<file path="config.mk">
export PLATFORM = sky130hd
export DESIGN_NAME = set_level
export DESIGN_NICKNAME = d
export VERILOG_FILES = /design/src/rtl/set_level.sv
export SDC_FILE = /design/constraint.sdc
export NUM_CORES = 2
export LEC_CHECK = 0
export ABC_CLOCK_PERIOD_IN_PS = 41000
export BUFFER_PORTS_ARGS = -buffer_cell sky130_fd_sc_hd__buf_2
export CELL_PAD_IN_SITES_DETAIL_PLACEMENT = 1
export CELL_PAD_IN_SITES_GLOBAL_PLACEMENT = 1
export CORE_AREA = 2 2 572 574
export DETAILED_ROUTE_END_ITERATION = 7
export DIE_AREA = 0 0 574 576
export PLACE_DENSITY_LB_ADDON = 0.3
export SETUP_SLACK_MARGIN = 0.15
export SYNTH_ARGS = -nofsm -noshare
export SYNTH_HDL_FRONTEND = slang
export SYNTH_SLANG_ARGS = --single-unit
</file>
<file path="constraint.sdc">
create_clock -name clk -period 41 [get_ports clk]
set_clock_uncertainty 0.1 [all_clocks]
set_input_delay 8.2 -clock clk [delete_from_list [all_inputs] [get_ports clk]]
set_output_delay 8.2 -clock clk [all_outputs]
set_load 0.02 [all_outputs]
</file>
<file path="src/rtl/set_level.sv">
// set_level: stimulus-side driver that resolves a named output slot and
// drives it to a commanded level, either permanently (SET) or for N cycles
// before restoring the previous level (SET_PULSE).
//
// Strings are carried as packed ASCII, STR_CHARS bytes each, last character
// in the least significant byte and unused leading bytes NUL. This is the
// layout a Verilog string literal takes when assigned to a wider vector.
//
// Handshake: a command is offered when i_sel_set & i_args_valid are both high
// on a rising edge. It is captured only while o_busy is low. A command offered
// while o_busy is high is dropped, and o_error pulses on the following cycle.
// Every captured command ends with exactly one pulse: o_done on success, or
// o_error on rejection.
module set_level #(
  parameter int                   ARGS_NB    = 5,
  parameter int                   SET_SIZE   = 5,
  parameter int                   SET_WIDTH  = 32,
  parameter logic [SET_WIDTH-1:0] INIT_VALUE = '0,
  parameter int                   STR_CHARS  = 16,
  parameter int                   CNT_W      = 32,
  localparam int                  STR_W      = 8 * STR_CHARS,
  localparam int                  IDX_W      = (SET_SIZE > 1) ? $clog2(SET_SIZE) : 1
) (
  input  logic                                clk,
  input  logic                                rst,
  input  logic [SET_SIZE-1:0][STR_W-1:0]      i_set_alias,
  input  logic                                i_sel_set,
  input  logic                                i_args_valid,
  input  logic [ARGS_NB-1:0][STR_W-1:0]       i_args,
  output logic [SET_SIZE-1:0][SET_WIDTH-1:0]  o_set,
  output logic                                o_busy,
  output logic                                o_done,
  output logic                                o_error,
  output logic [1:0]                          o_state
);

  typedef enum logic [1:0] {
    S_IDLE   = 2'd0,
    S_DECODE = 2'd1,
    S_PULSE  = 2'd2,
    S_DONE   = 2'd3
  } state_t;

  localparam logic [STR_W-1:0] OP_SET   = {{(STR_W-24){1'b0}}, "SET"};
  localparam logic [STR_W-1:0] OP_PULSE = {{(STR_W-72){1'b0}}, "SET_PULSE"};

  state_t                              r_state;
  state_t                              w_state_nxt;
  logic [STR_W-1:0]                    r_opcode;
  logic [STR_W-1:0]                    r_alias;
  logic [STR_W-1:0]                    r_value_str;
  logic [STR_W-1:0]                    r_count_str;
  logic [SET_SIZE-1:0][SET_WIDTH-1:0]  r_set;
  logic [SET_WIDTH-1:0]                r_saved;
  logic [CNT_W-1:0]                    r_cnt;
  logic [IDX_W-1:0]                    r_idx;
  logic                                r_done;
  logic                                r_error;

  logic                                w_cmd;
  logic                                w_hit;
  logic [IDX_W-1:0]                    w_idx;
  logic [SET_WIDTH-1:0]                w_value;
  logic                                w_hex_ok;
  logic [CNT_W-1:0]                    w_count;
  logic                                w_dec_ok;
  logic                                w_is_set;
  logic                                w_is_pulse;
  logic                                w_dec_err;

  assign w_cmd      = i_sel_set & i_args_valid;
  assign w_is_set   = (r_opcode == OP_SET);
  assign w_is_pulse = (r_opcode == OP_PULSE);

  // Only arguments 0..3 carry meaning; any further arguments are ignored.
  generate
    if (ARGS_NB > 4) begin : g_extra_args
      logic w_unused_args;
      assign w_unused_args = ^i_args[ARGS_NB-1:4];
    end
  endgenerate

  // Alias lookup: scan downward so the lowest matching slot wins.
  always_comb begin
    w_hit = 1'b0;
    w_idx = '0;
    for (int i = SET_SIZE - 1; i >= 0; i--) begin
      if (i_set_alias[i] == r_alias) begin
        w_hit = 1'b1;
        w_idx = IDX_W'(i);
      end
    end
  end

  // Hex parse of the value: NUL padding first, then at least one hex digit.
  // Shifting into a SET_WIDTH accumulator keeps only the low-order bits.
  always_comb begin
    logic       seen;
    logic       bad;
    logic [7:0] c;
    logic [3:0] d;
    w_value = '0;
    seen    = 1'b0;
    bad     = 1'b0;
    for (int i = STR_CHARS - 1; i >= 0; i--) begin
      c = r_value_str[8*i +: 8];
      d = 4'd0;
      if (c == 8'h00) begin
        if (seen) bad = 1'b1;
      end else begin
        seen = 1'b1;
        if (c >= 8'h30 && c <= 8'h39)      d = 4'(c - 8'h30);
        else if (c >= 8'h41 && c <= 8'h46) d = 4'(c - 8'h37);
        else if (c >= 8'h61 && c <= 8'h66) d = 4'(c - 8'h57);
        else                               bad = 1'b1;
        w_value = SET_WIDTH'({w_value, d});
      end
    end
    w_hex_ok = seen & ~bad;
  end

  // Decimal parse of the pulse length, same padding rules as the value.
  always_comb begin
    logic       seen;
    logic       bad;
    logic [7:0] c;
    logic [3:0] d;
    w_count = '0;
    seen    = 1'b0;
    bad     = 1'b0;
    for (int i = STR_CHARS - 1; i >= 0; i--) begin
      c = r_count_str[8*i +: 8];
      d = 4'd0;
      if (c == 8'h00) begin
        if (seen) bad = 1'b1;
      end else begin
        seen = 1'b1;
        if (c >= 8'h30 && c <= 8'h39) d = 4'(c - 8'h30);
        else                          bad = 1'b1;
        w_count = (w_count * CNT_W'(10)) + {{(CNT_W-4){1'b0}}, d};
      end
    end
    w_dec_ok = seen & ~bad;
  end

  // A captured command is rejected when any field fails to resolve.
  always_comb begin
    w_dec_err = ~w_hit | ~(w_is_set | w_is_pulse) | ~w_hex_ok |
                (w_is_pulse & (~w_dec_ok | (w_count == '0)));
  end

  // State register.
  always_ff @(posedge clk or posedge rst) begin
    if (rst) r_state <= S_IDLE;
    else     r_state <= w_state_nxt;
  end

  // Next-state logic.
  always_comb begin
    w_state_nxt = r_state;
    case (r_state)
      S_IDLE:   if (w_cmd) w_state_nxt = S_DECODE;
      S_DECODE: begin
        if (w_dec_err)       w_state_nxt = S_IDLE;
        else if (w_is_pulse) w_state_nxt = S_PULSE;
        else                 w_state_nxt = S_DONE;
      end
      S_PULSE:  if (r_cnt == CNT_W'(1)) w_state_nxt = S_DONE;
      S_DONE:   w_state_nxt = S_IDLE;
      default:  w_state_nxt = S_IDLE;
    endcase
  end

  // Datapath: argument capture, slot updates, pulse timing, status pulses.
  always_ff @(posedge clk or posedge rst) begin
    if (rst) begin
      r_opcode    <= '0;
      r_alias     <= '0;
      r_value_str <= '0;
      r_count_str <= '0;
      r_set       <= {SET_SIZE{INIT_VALUE}};
      r_saved     <= '0;
      r_cnt       <= '0;
      r_idx       <= '0;
      r_done      <= 1'b0;
      r_error     <= 1'b0;
    end else begin
      r_done  <= (r_state == S_DONE);
      r_error <= ((r_state == S_DECODE) && w_dec_err) ||
                 ((r_state != S_IDLE) && w_cmd);
      case (r_state)
        S_IDLE: begin
          if (w_cmd) begin
            r_opcode    <= i_args[0];
            r_alias     <= i_args[1];
            r_value_str <= i_args[2];
            r_count_str <= i_args[3];
          end
        end
        S_DECODE: begin
          if (!w_dec_err) begin
            r_idx        <= w_idx;
            r_set[w_idx] <= w_value;
            if (w_is_pulse) begin
              r_saved <= r_set[w_idx];
              r_cnt   <= w_count;
            end
          end
        end
        S_PULSE: begin
          r_cnt <= r_cnt - CNT_W'(1);
          if (r_cnt == CNT_W'(1)) r_set[r_idx] <= r_saved;
        end
        default: ;
      endcase
    end
  end

  assign o_set   = r_set;
  assign o_busy  = (r_state != S_IDLE);
  assign o_done  = r_done;
  assign o_error = r_error;
  assign o_state = r_state;

endmodule

</file>
### Word-level counts from Yosys, hierarchy flattened

Index checks and enable logic that the tools add are counted.

| operators by class | value |
|---|---|
| add/subtract/negate cells | 80 |
| $mul | 15 |
| divide/modulo/power cells | 0 |
| order comparisons | 132 |
| equal/unequal tests | 15 |
| shift operators | 0 |
| mux-type cells | 298 |
| bitwise operators | 16 |
| reduce and logical (&&, ||, !) cells | 111 |

Operators with widths:

| operator | count |
|---|---|
| $mux 32 | 35 |
| $eq 128x128->1 | 5 |
| $add 32x4->32 | 15 |
| $mul 32x3->31 const B | 15 |
| $mux 4 | 81 |
| $bwmux 160 | 2 |
| $mux 160 | 2 |
| $pmux 160 s2 | 1 |
| $ge 8x6->1 const B | 32 |
| $ge 8x7->1 const B | 32 |
| $le 8x6->1 const B | 32 |
| $le 8x7->1 const B | 32 |
| $logic_not 8->1 | 32 |
| $demux 32 s3 | 2 |
| $mux 1 | 164 |
| $eq 128x23->1 const B | 1 |
| $eq 128x71->1 const B | 1 |
| $sub 4x1->4 const B | 32 |
| $sub 4x3->4 const B | 32 |
| $bmux 32 s3 | 1 |
| $logic_and 1x1->1 | 68 |
| $pmux 32 s2 | 1 |
| $eq 32x1->1 const B | 1 |
| $logic_not 32->1 | 1 |
| 17 further kinds | 47 |

| word-level totals | value |
|---|---|
| register bits after elaboration | 743 |
| latch bits | 0 |
| bits in writable memories | 0 |
| bits in read-only memories | 0 |
| input bits | 1284 |
| memories kept | 0 |

### Logic depth before layout (Yosys ltp)

| logic depth | value |
|---|---|
| depth after elaboration | 73 |
| gate-level depth with buffers | 153 |

### Least setup slack after synthesis

OpenSTA, ideal clock, no wires.

| timing path | value |
|---|---|
| path type | register to register |
| start | register r_count_str[126] |
| end | register r_set (netlist bit o_set[36]) |
| setup time | 0.125 ns |
| arrival time | 31.259 ns |
| data required time | 40.775 ns |
| slack | 9.516 ns |
| stages on the path, launching flop included | 136 |
| path through | dfrtp_1 > nor4bb_1 > nand3_1 > inv_1 > ha_1 > ha_1 > inv_1 > fa_1 > nand2b_1 > o21bai_1 > and3_1 > ha_1 > ha_1 > o21ai_0 > nor2_1 > nor4b_1 > o21ai_0 > a31oi_1 > (+100 left out) > a311oi_1 > nand2b_1 > or3_1 > xor2_1 > and2_1 > a31oi_1 > ha_1 > ha_1 > xnor2_1 > nand2_1 > xnor2_1 > xnor2_1 > mux2i_1 > nor3_4 > nor2_2 > o41a_4 > buf_6 > mux2_4 |

| between the ends | value |
|---|---|
| word-level cells in the longest chain between the ends | 55 |

Ends and longest elaborated chain:

| element | RTL line | text |
|---|---|---|
| start, declared | 52 | `logic [STR_W-1:0] r_count_str;` |
| start signal, assigned | 197 | `r_count_str <= i_args[3];` |
| $ge 8x6->1 / $le 8x6->1 (equally long branches) | 138 | `if (c >= 8'h30 && c <= 8'h39) d = 4'(c - 8'h30);` |
| $logic_and 1x1->1 | 138 |  |
| $mux 4 | 138 |  |
| $mux 4 | 134 | `if (c == 8'h00) begin` |
| $mul 32x3->31 | 140 | `w_count = (w_count * CNT_W'(10)) + {{(CNT_W-4){1'b0}}, d};` |
| $add 32x4->32 | 140 |  |
| $mux 32 | 134 |  |
| $mul 32x3->31 | 140 |  |
| (+39 left out) | - |  |
| $add 32x4->32 | 140 |  |
| $mux 32 | 134 |  |
| $logic_not 32->1 | 149 | `(w_is_pulse & (~w_dec_ok \| (w_count == '0)));` |
| $or 1x1->1 * | 149 |  |
| $and 1x1->1 * | 149 |  |
| $or 1x1->1 * | 148 | `w_dec_err = ~w_hit \| ~(w_is_set \| w_is_pulse) \| ~w_hex_ok \|` |
| $ne 2x2->1 (no line) * | - |  |
| $reduce_and 3->1 (no line) * | - |  |
| end signal, assigned | 181 | `r_set <= {SET_SIZE{INIT_VALUE}};` |
| end signal, assigned by index | 203 | `r_set[w_idx] <= w_value;` |
| end signal, assigned by index | 212 | `if (r_cnt == CNT_W'(1)) r_set[r_idx] <= r_saved;` |
| end, declared | 53 | `logic [SET_SIZE-1:0][SET_WIDTH-1:0] r_set;` |

Mark *: on every way between the ends. The rest lies on a longest branch, timed or not.
A chain may end at the register's enable or synchronous reset.

### Final worst setup path

| timing path | value |
|---|---|
| start | register r_count_str[113] |
| end | register r_set (netlist bit o_set[112]) |

| between the ends | value |
|---|---|
| word-level cells in the longest chain between the ends | 54 |

Ends and longest elaborated chain:

| element | RTL line |
|---|---|
| $ge 8x6->1 / $le 8x6->1 (equally long branches) | 138 |
| $logic_and 1x1->1 | 138 |
| $mux 4 | 138 |
| $mux 4 | 134 |
| $add 32x4->32 | 140 |
| $mux 32 | 134 |
| $mul 32x3->31 | 140 |
| $add 32x4->32 | 140 |
| (+38 left out) | - |
| $add 32x4->32 | 140 |
| $mux 32 | 134 |
| $logic_not 32->1 | 149 |
| $or 1x1->1 * | 149 |
| $and 1x1->1 * | 149 |
| $or 1x1->1 * | 148 |
| $ne 2x2->1 (no line) * | - |
| $reduce_and 3->1 (no line) * | - |

Mark *: on every way between the ends. The rest lies on a longest branch, timed or not. The select of a mux whose other input is x is not followed.

==> metrics.yaml <==
run_status:
  status: "finished, violations left"
  violations: "max-capacitance violations, max-slew violations"
timing:
  setup_violations: 0
  drv_slew: 4
  tightest_slew_ns: 1.51
  slew_headroom_pct: -1.19
  setup_ws_ns: 1.86
  setup_tns_ns: 0
  min_period_over_period_pct: 95.5
  finalHoldViolations: 0
  layout_min_cycle_time_ns: 39.14
  rsz0062_at_grt: "false"
  fmax_mhz: 25.5
critical_path:
  r2r_cells: 136
  cp_top_family: "compound AO/OA/AOI/OAI gates"
  critical_path.slowest_cell: "o211ai_1"
  crit_path_start_kind: "flip-flop"
  cp.arrival_ns: 39.71
  max_stage_delay_ns: 0.75
  r2r_start: "r_count_str[113]"
  path_max_fanout: 11
  r2r-end: "o_set[112]"
  r2r_slack_ns: 1.86
  cp.required_ns: 41.57
  cp_common_cell: "ha_1"
  crit_type: "flip-flop to flip-flop"
  endpoint_kind: "flip-flop"
  crit_buf_inv: 7
floorplanning:
  die_x_um: 574
  io_pins: 1449
  fp.dieH_um: 576
  dieArea_um2: 331000
  fp-row-count: 210
  initial_utilization_pct: 27.3
  core-area_um2: 325000
grt:
  grt_pass1_vias: 93700
  grt_pass1_wl_um: 821000
  grt_max_degree: 166
  gr-usage-met1_pct: 44.1
  use_met2_pct: 50.7
  grt_usage_pct: 36.0
  gr-total-overflow: 0
  busiest_layer: "met2"
  antenna_found_initial: 326
  grtUsageMet3_pct: 13.0
final_layout:
  area_growth_pct: 19.4
  drive_gt1_share_pct: 21.5
  final_core_util_pct: 32.6
  n_fill_cell: 39400
  layout.nets: 14000
clock_tree:
  cts_made_buffers: 101
  htreeDepth: 3
  path_clk_slew_ns: 0.06
  cts_tree: "built"
  clock-sinks: 743
  clock_path_buffers: 4
  ctsHoldBuffers: 0
  clkLatencyLatePin_ns: 0.89
  cts-root-buf: "clkbuf_16"
yosys:
  syn_area_um2: 88700
  yosysSeqAreaShare_pct: 21.0
  synth.distinct_cells: 118
  synth_enable_flop_cells: 0
  yosys-top-cells-area: "dfrtp_1 (21%), ha_1 (11%), mux2_2 (7.1%)"
  yosys.cell_count.top_type: "nand2_1"
  synth_top_area_cell: "dfrtp_1"
  synth-seq-cells: 743
  synth.avg_cell_area_um2: 8.21
  postSynthCellCount: 10800
  synth_top_area_share_pct: 21.0
  synth_common_cells: "nand2_1 (843), nor2_1 (828), ha_1 (791)"
  ys.flop_type: "dfrtp_1"
  yosys_warnings: 0
  ys_async_sr_fraction_pct: 100
place:
  pre_cts_ws_ns: 1.91
  io_buffers: 1320
  dp_hpwl_um: 527000
  place_congestion: 1.04
drt:
  routed_wl_um: 624000
  drt_iter0_markers: 11800
  vias: 99600
  wl_per_cell_um: 36.9
  vias_per_cell: 5.89
  drt_pre_antenna_iters: 7
  ant_nets: 0
  drc: 0
worst_hold_path:
  holdPathStages: 1
  hold_path_end: "r_cnt[1]"
  hold_class: "flip-flop to flip-flop"
  hp-start: "r_cnt[1]"
job:
  cap_violations: 1
==> cells by family (layout without fill, tap and decap cells) <==
family / Yosys count / after routing / share of synthesized area (%)
muxes: 729 / 729 / 9.27
AOI/OAI and AO/OA: 2881 / 2881 / 22.2
adders and majority gates: 821 / 821 / 11.8
and+or+nand+nor: 3594 / 3594 / 20.7
xor gates and xnor gates: 1096 / 1096 / 11.0
buffers and inverters: 942 / 2136 / 4.09
DFF: 743 / 743 / 21.0
other: 1 / 564 / 0.00423
==> stage by stage <==
stage                     hold slack, ns  std cells  area (µm²)
after CTS                          0.406      16300      104000
after floorplan                    0.368      10800       88700
after global placement             0.386      16200      101000
after global routing               0.422      16500      105000
final                              0.406      16900      106000
after detailed placement           0.393      16200      101000
==> layer usage <==
layer  up-vias  routed length (µm)
met5         -                 965
met4       160               54600
met3      1345               67100
met2      5050              253000
met1     49700              249000
li1      43400                   -
==> layout by cell type (no fill, tap or decap), types with 126 or more instances in the layout <==
| cell type | netlist | final |
|---|---|---|
| mux2_2 | 558 | 558 |
| nor2_1 | 828 | 822 |
| and3_1 | 126 | 126 |
| xor2_1 | 524 | 523 |
| nor3_1 | 274 | 268 |
| a21o_1 | 159 | 159 |
| buf_4 | 3 | 266 |
| a211oi_1 | 148 | 148 |
| o211ai_1 | 126 | 126 |
| nand3_1 | 283 | 277 |
| dfrtp_1 | 743 | 741 |
| buf_2 | 31 | 1320 |
| ha_1 | 791 | 791 |
| diode_2 | 0 | 560 |
| o22ai_1 | 155 | 155 |
| xnor2_1 | 562 | 560 |
| nand4_1 | 242 | 242 |
| inv_1 | 353 | 352 |
| nand2_1 | 843 | 843 |
| a21oi_1 | 606 | 605 |
| nor4_1 | 260 | 253 |
| o21ai_0 | 525 | 520 |
==> worst max path at each step <==
| stage | from | end | slack [ns] | cells past startpoint |
|---|---|---|---|---|
| finish | r_count_str[113] | o_set[112] | 1.86 | 136 |
| global route | r_count_str[126] | o_set[129] | 0.15 | 143 |
| CTS | r_count_str[127] | o_set[112] | 1.69 | 138 |
| detailed placement | r_count_str[127] | o_set[111] | 1.91 | 138 |
| global placement | r_count_str[127] | o_set[111] | 2.19 | 138 |
| floorplan | r_count_str[126] | o_set[36] | 9.52 | 135 |
==> cell type report <==
| cell class | count | area, µm² | area share [%] |
|---|---|---|---|
| well taps | 4346 | 5440 | 5.13 |
| diodes | 560 | 1400 | 1.32 |
| clock buffers | 135 | 2830 | 2.67 |
| multi-input cells | 9125 | 66800 | 63.0 |
| clock inverters | 47 | 684 | 0.646 |
| repair buffers | 1601 | 8890 | 8.39 |
| flip-flops and latches | 743 | 18600 | 17.5 |
| inverters | 353 | 1330 | 1.26 |
==> state kept, by name, summed over array words and instances, names as in the netlist, 3 cells and up, named ones only <==
register and count:
r_cnt 32, r_saved 32, r_alias 128, r_opcode 128
r_count_str 128, r_value_str 128, r_idx 3, o_set 160
==> what timing repair did <==
action,CTS,global route
buffers inserted,0,2
endpoints found under the setup margin,0,229
gates resized for setup,0,12
Power is not shown: default switching activity piles up to over one toggle a cycle in this logic, so the estimate is an artifact.
